--- src/rtl/can_ctrl_field_sequencer.sv ---
// Walks the CAN/CAN FD arbitration and control fields one destuffed bit at a time
// and registers ID, IDE, RTR, EDL, BRS, ESI, DLC plus a one-per-frame classification.
module can_ctrl_field_sequencer #(
  parameter logic ENABLE_FD = 1'b1
) (
  input  logic        clk_i,
  input  logic        reset_i,
  input  logic        sp_i,
  input  logic        rx_bit_i,
  input  logic        stuff_bit_i,
  input  logic        sof_i,
  input  logic        abort_i,
  output logic [28:0] id_o,
  output logic        ide_o,
  output logic        rtr_o,
  output logic        edl_o,
  output logic        brs_o,
  output logic        esi_o,
  output logic [3:0]  dlc_o,
  output logic [1:0]  frame_type_o,
  output logic        hdr_valid_o,
  output logic        busy_o,
  output logic        form_err_o
);

  typedef enum logic [3:0] {
    S_IDLE, S_BID, S_R12, S_IDE, S_EID, S_ERTR, S_FDF,
    S_R0, S_RES, S_BRS, S_ESI, S_DLC, S_DONE
  } state_t;

  state_t      state_q, state_d;
  logic [4:0]  bitcnt_q, bitcnt_d;
  logic [28:0] id_q, id_d;
  logic        ide_q, ide_d;
  logic        rtr_tmp_q, rtr_tmp_d;
  logic        edl_q, edl_d;
  logic        brs_q, brs_d;
  logic        esi_q, esi_d;
  logic [3:0]  dlc_q, dlc_d;
  logic [1:0]  frame_type_q, frame_type_d;
  logic        hdr_valid_q, hdr_valid_d;
  logic        busy_q, busy_d;
  logic        form_err_q, form_err_d;
  logic        bit_ev;
  logic        fdf_bit;

  assign bit_ev  = sp_i & ~stuff_bit_i;
  // With FD disabled the FDF position is just a reserved bit.
  assign fdf_bit = rx_bit_i & ENABLE_FD;

  always_ff @(posedge clk_i or posedge reset_i) begin
    if (reset_i) begin
      state_q      <= S_IDLE;
      bitcnt_q     <= '0;
      id_q         <= '0;
      ide_q        <= 1'b0;
      rtr_tmp_q    <= 1'b0;
      edl_q        <= 1'b0;
      brs_q        <= 1'b0;
      esi_q        <= 1'b0;
      dlc_q        <= '0;
      frame_type_q <= '0;
      hdr_valid_q  <= 1'b0;
      busy_q       <= 1'b0;
      form_err_q   <= 1'b0;
    end else begin
      state_q      <= state_d;
      bitcnt_q     <= bitcnt_d;
      id_q         <= id_d;
      ide_q        <= ide_d;
      rtr_tmp_q    <= rtr_tmp_d;
      edl_q        <= edl_d;
      brs_q        <= brs_d;
      esi_q        <= esi_d;
      dlc_q        <= dlc_d;
      frame_type_q <= frame_type_d;
      hdr_valid_q  <= hdr_valid_d;
      busy_q       <= busy_d;
      form_err_q   <= form_err_d;
    end
  end

  always_comb begin
    state_d      = state_q;
    bitcnt_d     = bitcnt_q;
    id_d         = id_q;
    ide_d        = ide_q;
    rtr_tmp_d    = rtr_tmp_q;
    edl_d        = edl_q;
    brs_d        = brs_q;
    esi_d        = esi_q;
    dlc_d        = dlc_q;
    frame_type_d = frame_type_q;
    hdr_valid_d  = 1'b0;
    busy_d       = busy_q;
    form_err_d   = 1'b0;

    // Priority: abort, then sof, then bit events.
    if (abort_i) begin
      if (state_q != S_IDLE) begin
        state_d = S_IDLE;
        busy_d  = 1'b0;
      end
    end else if (sof_i) begin
      state_d      = S_BID;
      bitcnt_d     = '0;
      id_d         = '0;
      ide_d        = 1'b0;
      rtr_tmp_d    = 1'b0;
      edl_d        = 1'b0;
      brs_d        = 1'b0;
      esi_d        = 1'b0;
      dlc_d        = '0;
      frame_type_d = '0;
      busy_d       = 1'b1;
    end else if (bit_ev) begin
      unique case (state_q)
        S_IDLE: ;
        S_BID: begin
          id_d[28:18] = {id_q[27:18], rx_bit_i};
          bitcnt_d    = bitcnt_q + 5'd1;
          if (bitcnt_q == 5'd10) state_d = S_R12;
        end
        S_R12: begin
          rtr_tmp_d = rx_bit_i;
          state_d   = S_IDE;
        end
        S_IDE: begin
          ide_d   = rx_bit_i;
          state_d = rx_bit_i ? S_EID : S_FDF;
        end
        S_EID: begin
          id_d[17:0] = {id_q[16:0], rx_bit_i};
          bitcnt_d   = bitcnt_q + 5'd1;
          if (bitcnt_q == 5'd17) state_d = S_ERTR;
        end
        S_ERTR: begin
          rtr_tmp_d = rx_bit_i;
          state_d   = S_FDF;
        end
        S_FDF: begin
          edl_d = fdf_bit;
          if (fdf_bit)    state_d = S_RES;
          else if (ide_q) state_d = S_R0;
          else            state_d = S_DLC;
        end
        S_R0: state_d = S_DLC;
        S_RES: begin
          if (rx_bit_i) begin
            form_err_d = 1'b1;
            busy_d     = 1'b0;
            state_d    = S_IDLE;
          end else begin
            state_d = S_BRS;
          end
        end
        S_BRS: begin
          brs_d   = rx_bit_i;
          state_d = S_ESI;
        end
        S_ESI: begin
          esi_d   = rx_bit_i;
          state_d = S_DLC;
        end
        S_DLC: begin
          dlc_d    = {dlc_q[2:0], rx_bit_i};
          bitcnt_d = bitcnt_q + 5'd1;
          if (bitcnt_q == 5'd3) begin
            state_d      = S_DONE;
            hdr_valid_d  = 1'b1;
            busy_d       = 1'b0;
            frame_type_d = edl_q ? 2'b10 : (rtr_tmp_q ? 2'b01 : 2'b00);
          end
        end
        S_DONE: state_d = S_IDLE;
        default: state_d = S_IDLE;
      endcase
    end else if (state_q == S_DONE) begin
      state_d = S_IDLE;
    end

    if (state_d != state_q) bitcnt_d = '0;
  end

  assign id_o         = id_q;
  assign ide_o        = ide_q;
  // The RRS position of an FD frame carries no remote request.
  assign rtr_o        = rtr_tmp_q & ~edl_q;
  assign edl_o        = edl_q;
  assign brs_o        = brs_q;
  assign esi_o        = esi_q;
  assign dlc_o        = dlc_q;
  assign frame_type_o = frame_type_q;
  assign hdr_valid_o  = hdr_valid_q;
  assign busy_o       = busy_q;
  assign form_err_o   = form_err_q;

endmodule
--- config.mk ---
export PLATFORM = sky130hd
export DESIGN_NAME = can_ctrl_field_sequencer
export DESIGN_NICKNAME = d
export VERILOG_FILES = /design/src/rtl/can_ctrl_field_sequencer.sv
export SDC_FILE = /design/constraint.sdc
export NUM_CORES = 1
export LEC_CHECK = 0
export BUFFER_PORTS_ARGS = -buffer_cell sky130_fd_sc_hd__buf_2
export CORE_ASPECT_RATIO = 0.9
export CORE_UTILIZATION = 45
export DETAILED_ROUTE_END_ITERATION = 10
export PLACE_DENSITY = 0.65
export SYNTH_ARGS = -nofsm -noshare
export SYNTH_HDL_FRONTEND = slang
export SYNTH_SLANG_ARGS = --single-unit
--- constraint.sdc ---
create_clock -name clk_i -period 1.88 [get_ports clk_i]
set_input_delay 0.094 -clock clk_i [delete_from_list [all_inputs] [get_ports clk_i]]
set_output_delay 0.094 -clock clk_i [all_outputs]
set_load 0.05 [all_outputs]
==> impl_metrics.toml <==
[outcome]
outcome = "finished with violations"
violations = "setup timing"

[finish]
layout-area-overhead-vs-synth_pct = 29.60
num-nets-final = 379
drive_gt1_frac = 0.4054
antenna_cells = 0
fin_area_um2 = 3654
fin_util = 0.6239

[sta]
report.final.slew_viol_count = 0
skew_ns = 0.008689
final.period_utilization = 1.132
tightest_slew_ns = 0.4999
hold_viol_final = 0
rsz0062_at_grt = "true"
period_needed_ns = 2.128
fin_ws_ns = -0.2478
final-setup-viol-count = 6
fin_setup_tns_ns = -1.359
maxSlewHeadroom = 0.6632
max_freq_mhz = 470.0

[power]
p_leak_uw = 0.001748
ir_drop_mv = 0.4774
p_per_area_nw_per_um2 = 627.0
p_total_uw = 2291

[setup_path]
endpoint_kind = "register"
start_kind = "register"
crit_path_cell_trace = "ha_2 -> or4b_4 -> nor3_4 -> o32ai_2 -> o21a_2 -> o2111ai_4 -> o22ai_1"
max_stage_delay_ns = 0.50
r2r_cells = 7
crit_fanout = 6
cp_data_arrival_time_ns = 2.32
r2r-end = "busy_o"
path_class = "reg2reg"
r2r_setup_slack_ns = -0.25
crit_required_ns = 2.07
reg2reg_from = "bitcnt_q[0]"
cp_slowest_cell = "or4b_4"

[die]
pin_count = 50
rows = 26
core_um2 = 5856
dieArea_um2 = 6585
start_util = 0.4814
die_w_um = 85.43
die_h_um = 77.09

[logic_synthesis]
synthTopCellsByArea = "dfrtp_1, a22o_1, o21ai_0, nand2_1, nand3_1"
synth.avg_cell_area_um2 = 10.18
syn-cell-area_um2 = 2819
synth_cells = 277
synth_seq_cells = 52
synth_nets = 287
synth_edf_count = 0
seq_area_frac_synth = 0.4616
ys_warn_count = 0
synth_top_area_share = 0.4616
synth_top_area_cell = "dfrtp_1"
synthArstFlopShare = 1.000
synth_cell_type_count = 66
synth-main-ff-cell = "dfrtp_1"

[clocking]
clock-root-buffer = "clkbuf_8"
cts_buffers = 5
clock_sinks = 52
clockBufferDepth = 2
clk_latency_ns = 0.30
htree_levels = 2
clkTransAtPathRegs_ns = 0.10
cts_tree = "yes"

[global_routing]
antenna_found_initial = 0
grtUsageTotal = 0.2333
grt_overflow = 0
grt_pass1_vias = 2440
grt_start_max_net_pins = 53
grt_pass1_wl_um = 12140

[flow_run]
maxCapViolations = 0

[place]
place_hpwl_um = 5187
numPortBuffers = 49
placed_cell_area_um2 = 3413
globalplace.congestion = 0.9497
preCtsSetupSlack_ns = -0.3487

[detailed_routing]
dr.pass1.iters = 4
drcViolationCount = 0
drt_iter0_drc = 211
via_per_inst = 5.723
ant_nets = 0
vias = 2518
routed_wl_um = 7264
avgRoutedWirePerCell_um = 16.51

[worst_hold_path]
whs_path_depth = 2
hold_end = "id_o[19]"
hp-start = "sof_i"
hold_class = "in2reg"
-- cell families after synthesis --
| family | after synthesis | synth area share |
|---|---|---|
| compound gates | 95 | 0.2530 |
| simple gates | 90 | 0.1846 |
| flops | 52 | 0.4616 |
| buf+inv | 33 | 0.07456 |
| xor+xnor | 3 | 0.009323 |
| fa+ha+maj | 3 | 0.01332 |
| mux | 1 | 0.003551 |
-- report_power, final --
group          switching (µW)  internal (µW)
registers                19.8           1140
clock network             370            394
logic                     234            137
total                     625           1670
-- cell type report --
type | count | area (µm²)
multi-input combinational | 192 | 1399
clock buffer | 5 | 68.82
clock inverter | 3 | 42.54
sequential | 52 | 1306
inverter | 12 | 45.04
tap | 70 | 87.58
timing repair buffer | 106 | 704.4
fill | 504 | 2202
-- registers in the layout, summed over array words and instances (netlist names) --
name,flops
form_err_o,1
rtr_tmp_q,1
state_q,4
frame_type_o,2
id_o,29
edl_o,1
busy_o,1
dlc_o,4
ide_o,1
hdr_valid_o,1
bitcnt_q,5
esi_o,1
brs_o,1
-- worst max path at each step --
stage	from	endpoint	slack [ns]	depth (start not counted)
floorplan	bitcnt_q[1]	busy_o	-0.16	7
finish	bitcnt_q[0]	busy_o	-0.25	7
detailed placement	state_q[2]	bitcnt_q[1]	-0.35	6
global placement	state_q[2]	bitcnt_q[4]	-0.25	6
CTS	bitcnt_q[1]	busy_o	-0.25	7
global route	bitcnt_q[1]	bitcnt_q[3]	-0.37	8
-- layout by cell type (no fill, tap or decap), drive strengths merged, types with 2 or more instances in the layout --
cell type    n
nor3b        2
a211o        3
xor2         3
o22ai        2
and2         2
and2b        2
nand2       18
a211oi       2
nand4        2
or3          2
nor2b        8
a22o        21
nand3       11
nor4b        2
a21oi        6
or4          2
or2          2
o31ai        3
a21o         3
inv         12
a22oi        2
nand2b       4
clkbuf       5
o41ai        5
o21ai       32
a31oi        4
nor2        15
nor3        12
dfrtp       52
ha           3
buf        105
-- worst max-delay path, delay by kind of cell (launching register included) --
family,cells,cell delay (ns)
and+or+nand+nor,2,0.66
DFF,1,0.41
AOI/OAI and AO/OA,4,0.74
adders and majority gates,1,0.20
-- timing repair --
action                                  in CTS  in global routing
buffers inserted                             2                  2
endpoints found under the hold margin       52                  0
pin swaps                                   10                  2
resized for setup                            8                 11
gates cloned                                 0                  0
hold buffers                                 1                  0
endpoints found under the setup margin      11                 14
-- routing by layer --
layer / vias to the layer above / GRT usage / share of wire
li1: 1203 / - / -
met1: 1220 / 0.3317 / 0.45
met2: 85 / 0.3704 / 0.47
met3: 10 / 0.04198 / 0.070
met4: 0 / 0.05333 / 0.013
met5: - / 0 / 0
-- cell usage after synthesis (all sizes together), types with 3 or more instances --
| master | n |
|---|---|
| dfrtp | 52 |
| o21ai | 32 |
| a22o | 21 |
| nand2 | 18 |
| clkbuf | 15 |
| nor2 | 15 |
| inv | 12 |
| nor3 | 12 |
| nand3 | 11 |
| nor2b | 8 |
| a21oi | 6 |
| buf | 6 |
| o41ai | 5 |
| a31oi | 4 |
| nand2b | 4 |
| a211o | 3 |
| a21o | 3 |
| ha | 3 |
| o31ai | 3 |
| xor2 | 3 |
-- metrics by stage --
stage,hold WS [ns],cells
after global placement,0.1615,427
after global routing,0.1512,440
after detailed placement,0.1700,427
after floorplan,0.2267,277
final,0.1407,440
after CTS,0.1182,438
Note: power is estimated with default switching activity, not from simulation.
